**config.mk**
```make
export PLATFORM = sky130hd
export DESIGN_NAME = refund_dispenser
export DESIGN_NICKNAME = d
export VERILOG_FILES = /design/src/rtl/refund_dispenser.sv
export SDC_FILE = /design/constraint.sdc
export NUM_CORES = 1
export LEC_CHECK = 0
export ABC_CLOCK_PERIOD_IN_PS = 2550
export BUFFER_PORTS_ARGS = -buffer_cell sky130_fd_sc_hd__clkbuf_2
export CORE_UTILIZATION = 30
export DETAILED_ROUTE_END_ITERATION = 12
export MAX_ROUTING_LAYER = met4
export PLACE_DENSITY_LB_ADDON = 0.25
export SLEW_MARGIN = 10
export SYNTH_ARGS = -nofsm -noshare
export SYNTH_HDL_FRONTEND = slang
export SYNTH_SLANG_ARGS = --single-unit
```
**constraint.sdc**
```tcl
create_clock -name sys_clk -period 2.55 [get_ports sys_clk]
set_input_delay 0.51 -clock sys_clk [delete_from_list [all_inputs] [get_ports sys_clk]]
set_output_delay 0.51 -clock sys_clk [all_outputs]
set_load 0.05 [all_outputs]
```
**src/rtl/refund_dispenser.sv**
```systemverilog
// -----------------------------------------------------------------------------
// refund_dispenser
//
// Purpose:
//   Back end of a vending machine. Takes {cola, money} requests from the
//   vending FSM and runs them as a sequence of handshaked drive pulses: one
//   cola release, then one single-coin eject per half-yuan refunded. A
//   one-deep pending slot absorbs a request that arrives while a transaction
//   is running. Tracks coin stock and raises sticky status flags for
//   shortage, dropped requests and ack timeouts.
//
// Ports:
//   sys_clk      in   single clock, rising edge
//   sys_rst      in   synchronous, active-high reset
//   pi_cola      in   one-cycle pulse: release one cola
//   pi_money     in   [1:0] half-yuan coins to refund, sampled with pi_cola
//   cola_ack     in   cola mechanism done (used only while po_cola_drv=1)
//   coin_ack     in   one coin ejected (used only while po_coin_drv=1)
//   po_cola_drv  out  cola release drive, held until ack
//   po_coin_drv  out  single-coin eject drive, held until ack
//   po_busy      out  transaction running or request pending
//   po_coin_cnt  out  [7:0] remaining coin stock
//   po_short     out  sticky: a refund coin could not be paid
//   po_overflow  out  sticky: a request was dropped
//   po_fault     out  sticky: ack timeout, block halted until reset
// -----------------------------------------------------------------------------
module refund_dispenser #(
    parameter logic [7:0] COIN_INIT   = 8'd20,
    parameter int         ACK_TIMEOUT = 16
) (
    input  logic       sys_clk,
    input  logic       sys_rst,
    input  logic       pi_cola,
    input  logic [1:0] pi_money,
    input  logic       cola_ack,
    input  logic       coin_ack,
    output logic       po_cola_drv,
    output logic       po_coin_drv,
    output logic       po_busy,
    output logic [7:0] po_coin_cnt,
    output logic       po_short,
    output logic       po_overflow,
    output logic       po_fault
);

    localparam logic [2:0] ST_IDLE  = 3'd0;
    localparam logic [2:0] ST_COLA  = 3'd1;
    localparam logic [2:0] ST_COIN  = 3'd2;
    localparam logic [2:0] ST_GAP   = 3'd3;
    localparam logic [2:0] ST_FAULT = 3'd4;

    localparam int               TMO_W    = $clog2(ACK_TIMEOUT + 1);
    localparam logic [TMO_W-1:0] TMO_LAST = TMO_W'(ACK_TIMEOUT - 1);

    logic [2:0]       state;
    logic             pend_valid;
    logic             pend_cola;
    logic [1:0]       pend_money;
    logic [1:0]       rem_money;
    logic [TMO_W-1:0] tmo_cnt;

    logic       req;
    logic       cola_ack_hit;
    logic       coin_ack_hit;
    logic       drv_on;
    logic       tmo_hit;
    logic       stock_out;
    logic       txn_done;
    logic       start_valid;
    logic       start_cola;
    logic [1:0] start_money;
    logic [2:0] done_state;

    assign req = pi_cola | (pi_money != 2'd0);

    // Acks only count while the matching drive is high; strays are ignored.
    assign cola_ack_hit = po_cola_drv & cola_ack;
    assign coin_ack_hit = po_coin_drv & coin_ack;
    assign drv_on       = po_cola_drv | po_coin_drv;

    // Drive has been high ACK_TIMEOUT cycles on this edge with no ack.
    assign tmo_hit = drv_on & ~cola_ack_hit & ~coin_ack_hit & (tmo_cnt == TMO_LAST);

    // About to raise a coin drive (first COIN cycle, or leaving GAP) with no
    // stock left: the remaining refund is abandoned.
    assign stock_out = (po_coin_cnt == 8'd0) &&
                       (((state == ST_COIN) && !po_coin_drv) || (state == ST_GAP));

    assign txn_done = ((state == ST_COLA) && cola_ack_hit && (rem_money == 2'd0)) ||
                      ((state == ST_COIN) && coin_ack_hit && (rem_money == 2'd1)) ||
                      stock_out;

    // Next transaction to launch: the pending slot has priority over the
    // request arriving this cycle.
    assign start_valid = pend_valid | req;
    assign start_cola  = pend_valid ? pend_cola  : pi_cola;
    assign start_money = pend_valid ? pend_money : pi_money;
    assign done_state  = !start_valid ? ST_IDLE : (start_cola ? ST_COLA : ST_COIN);

    assign po_busy = (state != ST_IDLE) | pend_valid;

    always_ff @(posedge sys_clk) begin
        if (sys_rst) begin
            state       <= ST_IDLE;
            pend_valid  <= 1'b0;
            pend_cola   <= 1'b0;
            pend_money  <= 2'd0;
            rem_money   <= 2'd0;
            tmo_cnt     <= '0;
            po_cola_drv <= 1'b0;
            po_coin_drv <= 1'b0;
            po_coin_cnt <= COIN_INIT;
            po_short    <= 1'b0;
            po_overflow <= 1'b0;
            po_fault    <= 1'b0;
        end else if (state == ST_FAULT) begin
            pend_valid <= 1'b0;
        end else if (tmo_hit) begin
            state       <= ST_FAULT;
            po_cola_drv <= 1'b0;
            po_coin_drv <= 1'b0;
            po_fault    <= 1'b1;
            pend_valid  <= 1'b0;
            tmo_cnt     <= '0;
        end else begin
            tmo_cnt <= (drv_on && !cola_ack_hit && !coin_ack_hit) ? tmo_cnt + 1'b1 : '0;

            // Requests arriving while a transaction runs. On the ending edge
            // an incoming request with an empty slot launches directly.
            if (req && (state != ST_IDLE)) begin
                if (pend_valid) begin
                    po_overflow <= 1'b1;
                end else if (!txn_done) begin
                    pend_valid <= 1'b1;
                    pend_cola  <= pi_cola;
                    pend_money <= pi_money;
                end
            end

            if (stock_out) begin
                po_short <= 1'b1;
            end

            // Entering COLA/COIN leaves the drive low for one cycle; the drive
            // rises on the following edge, giving the one-cycle launch latency.
            case (state)
                ST_IDLE: begin
                    if (req) begin
                        state     <= done_state;
                        rem_money <= start_money;
                    end
                end
                ST_COLA: begin
                    if (!po_cola_drv) begin
                        po_cola_drv <= 1'b1;
                    end else if (cola_ack_hit) begin
                        po_cola_drv <= 1'b0;
                        state       <= ST_GAP;
                    end
                end
                ST_COIN: begin
                    if (!po_coin_drv) begin
                        if (!stock_out) begin
                            po_coin_drv <= 1'b1;
                        end
                    end else if (coin_ack_hit) begin
                        po_coin_drv <= 1'b0;
                        if (po_coin_cnt != 8'd0) begin
                            po_coin_cnt <= po_coin_cnt - 8'd1;
                        end
                        rem_money <= rem_money - 2'd1;
                        state     <= ST_GAP;
                    end
                end
                ST_GAP: begin
                    if (!stock_out) begin
                        state       <= ST_COIN;
                        po_coin_drv <= 1'b1;
                    end
                end
                default: state <= ST_IDLE;
            endcase

            // NOTE: with non-blocking assignments the last one in the block
            // wins, so this end-of-transaction hand-off overrides the GAP
            // transition and remaining-count update made above.
            if (txn_done) begin
                state      <= done_state;
                rem_money  <= start_money;
                pend_valid <= 1'b0;
            end
        end
    end

endmodule

```
==> results.toml, run 1 <==
[clock_network]
tritoncts_num_sinks = 27
root_buf_cell = "clkbuf_8"
cts_htree_levels = 1
clock_tree_from_tritoncts = "built"
cts.repair.resized = 0
hold_buffers = 0
cts_buffer_depth = 2
total_cts_buffers = 3
post_cts_buffers = 0
clk_latency_ps = 270
path_clk_slew_ps = 100

[sta]
count_of_pins_over_their_slew_limit = 0
final.setup_skew_ps = 5.71
setup_total_negative_slack_ps = 0
period_minus_slack_ps = 1930
grt_setup_unrepaired = "false"
slew_headroom_pct = 58.9
post-route-period-util_pct = 75.8
setup_viol = 0
fin_ws_ps = 617
hold_slack_ps = 473
clock.fmax_mhz = 517
final-hold-violation-count = 0
timing_worst_slew_pin_value_ps = 616

[power]
power.density_cell_area_nw_per_um2 = 808
irDropWorstVdd_v = 0.000228
p_leak_nw = 0.744

[finish]
design.final.nets = 219
drive_gt1_share_pct = 21.4
n_antenna_cell = 0
area_delta_synth_final_pct = 12.3

[critical_path]
crit_path_start_kind = "flop"
timing.critical_path.arrival_ps = 1420
critical-path-max-stage-delay_ps = 460
combined_buffer_and_inverter_count_along_the_critical_path = 1
crit_chain = "nor3_1 > nand2b_1 > clkbuf_2"
timing.critical_path.max_delay_family = "flip-flops"
cpMaxStageDelayCell = "dfxtp_1"
path_class = "reg2out"
worst-path-max-fanout = 12
worstSetupEndpointType = "primary output"
critical_path_required_ps = 2040

[synth]
syn_nets = 202
synth_ff_type = "dfxtp_1"
synthesized_area_per_cell_um2 = 8.65
ys_top_cells_by_area = "dfxtp_1, nor2_1, nand2_1"
async_flop_share_pct = 0
netlist.area_leader.share_pct = 32.9
synth_top_area_cell = "dfxtp_1"
yosys_warnings = 0
ys_ff_latch = 27
synth.cell_area_um2 = 1640
yosysMostFrequentCell = "dfxtp_1"
netlist-cell-type-count = 56
ys_seq_area_share_pct = 32.9
synth_edf_count = 0
post_synth_inst_count = 190
post_synth_most_frequent_cells = "dfxtp_1, nor2_1, nand2_1"

[grt]
wire_length_of_the_first_global_routing_pass_mm = 5.97
overflow = 0
initial_antenna_violation_count = 0
grt.total_usage_pct = 13.1
grt_start_max_net_pins = 30
grt_pass1_vias = 1256

[drt]
antenna_violating_nets_post_route = 0
dr_drc_count = 0
avgRoutedWirePerCell_um = 12.5
route.vias.total = 1414
via_per_inst = 5.12
route.final.wire_length_mm = 3.45
dr.first_iter.drc_count = 95
number_of_detailed_routing_iterations_run_before_antenna_repair = 4

[placement]
gp_congestion = 0.798
dp_hpwl_mm = 2.51
detailedPlace.worstSlack_ps = 596
numPortBuffers = 20

[floorplanning]
chipWidth_um = 76
vert_die_dim_um = 76
initial_utilization_pct = 31.6
coreArea_um2 = 5200
count_of_standard_cell_rows = 26
num_io_pins = 21
design.die.area_um2 = 5780

[job]
max_cap_viol = 0

[outcome]
outcome = "finished clean"

[worst_hold_path]
min-delay-path-class = "reg2reg"
-- registers in the layout, summed over array words and instances, names as in the netlist, 2 cells and up --
register and cells:
po_coin_cnt 8, tmo_cnt 5, state 3, pend_money 2, rem_money 2
-- metrics by stage --
stage                     cells  cell area [um^2]  total power, mW  utilization (%)
after global placement      272              1800             1.26             34.5
final                       276              1840             1.49             35.4
after detailed placement    272              1800             1.25             34.5
after floorplan             190              1640             1.12                -
after CTS                   276              1840             1.50             35.4
after global routing        276              1840             1.61             35.4
-- layout by cell type (no fill, tap or decap), types with 3 or more instances in the layout --
| master | synthesis | routed |
|---|---|---|
| and2_1 | 3 | 3 |
| nand4b_1 | 4 | 4 |
| nand2b_1 | 4 | 4 |
| inv_1 | 6 | 6 |
| o31ai_1 | 6 | 6 |
| nor3_1 | 8 | 8 |
| clkbuf_8 | 0 | 3 |
| nand3_1 | 3 | 3 |
| nand3b_1 | 3 | 3 |
| a21oi_1 | 10 | 10 |
| a22oi_1 | 4 | 4 |
| dfxtp_1 | 27 | 27 |
| nor2b_1 | 4 | 4 |
| nor2_1 | 22 | 22 |
| clkbuf_2 | 0 | 20 |
| ha_1 | 5 | 5 |
| nand2_1 | 18 | 18 |
| o21ai_0 | 3 | 3 |
| and3_1 | 4 | 4 |
| xor2_1 | 4 | 4 |
-- power by group --
part           switching, mW  total, mW  leakage [nW]  internal (mW)
logic                  0.410      0.661         0.499          0.252
clock network          0.138      0.247        0.0255          0.110
registers             0.0930      0.582         0.220          0.489
total                  0.640       1.49         0.744          0.850
-- kinds of logic (layout without fill, tap and decap cells) --
| family | Yosys count | count (layout) | synth area share [%] |
|---|---|---|---|
| DFF | 27 | 27 | 32.9 |
| AOI/OAI and AO/OA | 44 | 44 | 21.7 |
| adders and majority gates | 5 | 5 | 3.81 |
| xor gates and xnor gates | 6 | 6 | 3.20 |
| buffers and inverters | 16 | 32 | 4.04 |
| and+or+nand+nor | 89 | 89 | 32.4 |
| muxes | 3 | 3 | 1.90 |
-- worst paths after layout --
path	startpoint	endpoint	slack [ps]	depth (start not counted)
worst max-delay path	state[1]$_SDFFE_PP0P_	po_busy	620	3
worst min-delay path	pend_money[1]$_SDFFE_PP0P_	pend_money[1]$_SDFFE_PP0P_	470	2
worst max register to register	po_coin_cnt[0]$_SDFFE_PP0P_	po_coin_cnt[4]$_SDFFE_PP1P_	620	7
worst min register to register	pend_money[1]$_SDFFE_PP0P_	pend_money[1]$_SDFFE_PP0P_	470	2
-- final cells by class --
type                    instances  area, um^2
multi-input cells             147        1040
repair buffers                 21         108
fillers                       577        3360
clock buffers                   3        41.3
well taps                      70        87.6
inverters                       7        26.3
clock inverters                 1        5.00
flip-flops and latches         27         541
-- worst register-to-register path: stages (launching register included) --
cell and delay, ps:
dfxtp_1 390, inv_1 60, ha_1 240, nor3b_2 210
a211oi_4 460, and4bb_1 270, xnor2_1 120, nand2b_1 70
-- layer usage --
metal,vias up,global-route usage (%),share of wire [%]
met5,-,-,0
met4,0,5.38,1.6
met3,4,2.04,3.2
met2,27,18.3,42
met1,660,18.7,53
li1,723,-,-
No activity file was read; power rests on OpenSTA's default activity.
==> inputs of run 2 (changes only) <==
- ABC_CLOCK_PERIOD_IN_PS: 2550 -> 1600
- clock period: 2.55 -> 1.6 ns (I/O delays scaled with it)
==> run 2 against run 1 <==
- the run now ends with negative setup slack left
- largest power group unchanged
- clock skew hardly changed
- highest routed layer unchanged
- wire length is 19% higher
- count of clock-buffer cells in the layout stayed put
- sequential power is 58% higher
- worst hold slack worse by 130 ps
- global-route usage is 2.0 points higher
- largest cell class unchanged
- flip-flop and latch count stayed put
- non-clock buffer count is 51 higher
- sequential share of layout area is 6.8 points lower
==> results.toml, run 2 (synthesis results as in run 1) <==
[power]
overall_power_mw = 3.17
power.density_cell_area_nw_per_um2 = 1240
p_leak_nw = 1.07
irDropWorstVdd_v = 0.000411

[critical_path]
timing.critical_path.arrival_ps = 1880
crit_path_start_kind = "flop"
worst_r2r_path_depth = 7
critical_path_required_ps = 1770
timing.critical_path.max_delay_family = "simple AND/OR/NAND/NOR gates"
path_class = "reg2reg"
cpMaxStageDelayCell = "or3_4"
setup.reg_to_reg.worst_slack_ps = -120
crit_chain = "inv_2 > ha_2 > and3_4 > a22o_1 > or3_4 > a211oi_2 > o31ai_2"
critical-path-max-stage-delay_ps = 380
worst-path-max-fanout = 3
reg2reg_to = "rem_money[0]$_SDFFE_PP0P_"
worstSetupEndpointType = "flop"
regToRegStartpoint = "rem_money[0]$_SDFFE_PP0P_"
combined_buffer_and_inverter_count_along_the_critical_path = 1

[sta]
final-hold-violation-count = 0
grt_setup_unrepaired = "true"
post-route-period-util_pct = 107
hold_slack_ps = 346
setup_viol = 13
setup_total_negative_slack_ps = -669
final.setup_skew_ps = 5.93
slew_headroom_pct = 66.7
clock.fmax_mhz = 582
fin_ws_ps = -117
timing_worst_slew_pin_value_ps = 496
period_minus_slack_ps = 1720
count_of_pins_over_their_slew_limit = 0

[grt]
grt.total_usage_pct = 15.1
wire_length_of_the_first_global_routing_pass_mm = 6.93
overflow = 0
initial_antenna_violation_count = 0
grt_start_max_net_pins = 20
grt.met2_usage_pct = 24.1
grt_pass1_vias = 1525
globalRouteMet3Util_pct = 2.04
grt_busiest_layer = "met2"
globalRouteMet1Util_pct = 19.6

[finish]
regArea_um2 = 573
drive_gt1_share_pct = 59.1
layout_common_cells = "buf_4, clkbuf_2, nor2_1"
area_delta_synth_final_pct = 55.1
non_filler_instance_count_after_layout = 327
layout.filler_cells = 494
largest_register = "po_coin_cnt"
layout_commonest_cell = "buf_4"
layout_top_registers = "po_coin_cnt x8, tmo_cnt x5, state x3"
largest_reg_flops = 8
design.final.nets = 270
multi_input_area_um2 = 1270
n_antenna_cell = 0

[worst_hold_path]
hold_critical_path_depth = 3
min_delay_worst_endpoint = "pend_cola$_SDFFE_PP0P_"
hold_path_startpoint = "pi_cola"
min-delay-path-class = "in2reg"

[job]
max_cap_viol = 0

[outcome]
violations = "negative setup slack"
outcome = "complete, but fails checks"

[floorplanning]
coreArea_um2 = 5200
design.die.area_um2 = 5780
num_io_pins = 21
chipWidth_um = 76
initial_utilization_pct = 31.6
vert_die_dim_um = 76
count_of_standard_cell_rows = 26

[placement]
dp_hpwl_mm = 2.86
dp.cells = 308
gp_congestion = 0.804
numPortBuffers = 20

[clock_network]
cts_buffer_depth = 2
tritoncts_num_sinks = 27
root_buf_cell = "clkbuf_8"
path_clk_slew_ps = 100
clock_tree_from_tritoncts = "built"
cts_htree_levels = 1
clk_latency_ps = 280
total_cts_buffers = 3

[drt]
dr.first_iter.drc_count = 46
number_of_detailed_routing_iterations_run_before_antenna_repair = 4
route.final.wire_length_mm = 4.10
antenna_violating_nets_post_route = 0
route.vias.total = 1602
via_per_inst = 4.90
avgRoutedWirePerCell_um = 12.5
dr_drc_count = 0
==> run 2: changes by cell type in the layout (fill, tap and decap cells not counted), sizes merged <==
cell,previous run,this run
clkbuf,23,22
buf,1,53
==> run 2: worst max path at each step <==
stage	startpoint	endpoint	slack, ps	depth (start not counted)
final	rem_money[0]$_SDFFE_PP0P_	rem_money[0]$_SDFFE_PP0P_	-120	7
after CTS	rem_money[0]$_SDFFE_PP0P_	rem_money[0]$_SDFFE_PP0P_	-130	7
after global routing	po_coin_cnt[0]$_SDFFE_PP0P_	po_coin_cnt[2]$_SDFFE_PP1P_	-200	9
after global placement	rem_money[0]$_SDFFE_PP0P_	rem_money[0]$_SDFFE_PP0P_	-150	7
after floorplan	po_coin_cnt[1]$_SDFFE_PP0P_	rem_money[0]$_SDFFE_PP0P_	-160	7
after detailed placement	rem_money[0]$_SDFFE_PP0P_	rem_money[0]$_SDFFE_PP0P_	-180	7
==> run 2: what timing repair did <==
item | CTS | global route
setup endpoints to repair | 10 | 23
buffers inserted | 7 | 8
hold buffers | 0 | 0
pin swaps | 15 | 21
endpoints found under the hold margin | 0 | 0
resized for setup | 26 | 35
==> run 2: where the power goes <==
part / switching, mW / total, mW / internal (mW)
combinational: 0.906 / 1.83 / 0.928
clock: 0.235 / 0.411 / 0.175
sequential: 0.121 / 0.921 / 0.800
total: 1.26 / 3.17 / 1.90
==> run 2: layout make-up <==
cell class	count	share of cell area (%)
multi-input cells	147	49.8
flip-flops and latches	27	22.5
repair buffers	72	21.3
well taps	70	3.44
clock buffers	3	1.62
inverters	7	1.13
clock inverters	1	0.196
==> run 2: through the flow <==
| stage | area, um^2 | setup slack (ps) | utilization [%] |
|---|---|---|---|
| floorplan | 1730 | -159 | - |
| CTS | 2330 | -128 | 44.8 |
| detailed placement | 2150 | -179 | 41.2 |
| global placement | 2150 | -151 | 41.2 |
| global route | 2550 | -197 | 48.9 |
| finish | 2550 | -117 | 48.9 |
==> run 2: worst min-delay path: stages <==
cell and delay, ps:
clkbuf_2 110, nand4b_1 100, a21oi_1 60
==> run 2: layer usage <==
metal  wire length, um  up-vias
met5                 0        -
met4                55        0
met3                95        4
met2              1960       16
met1              1980      752
li1                  -      830
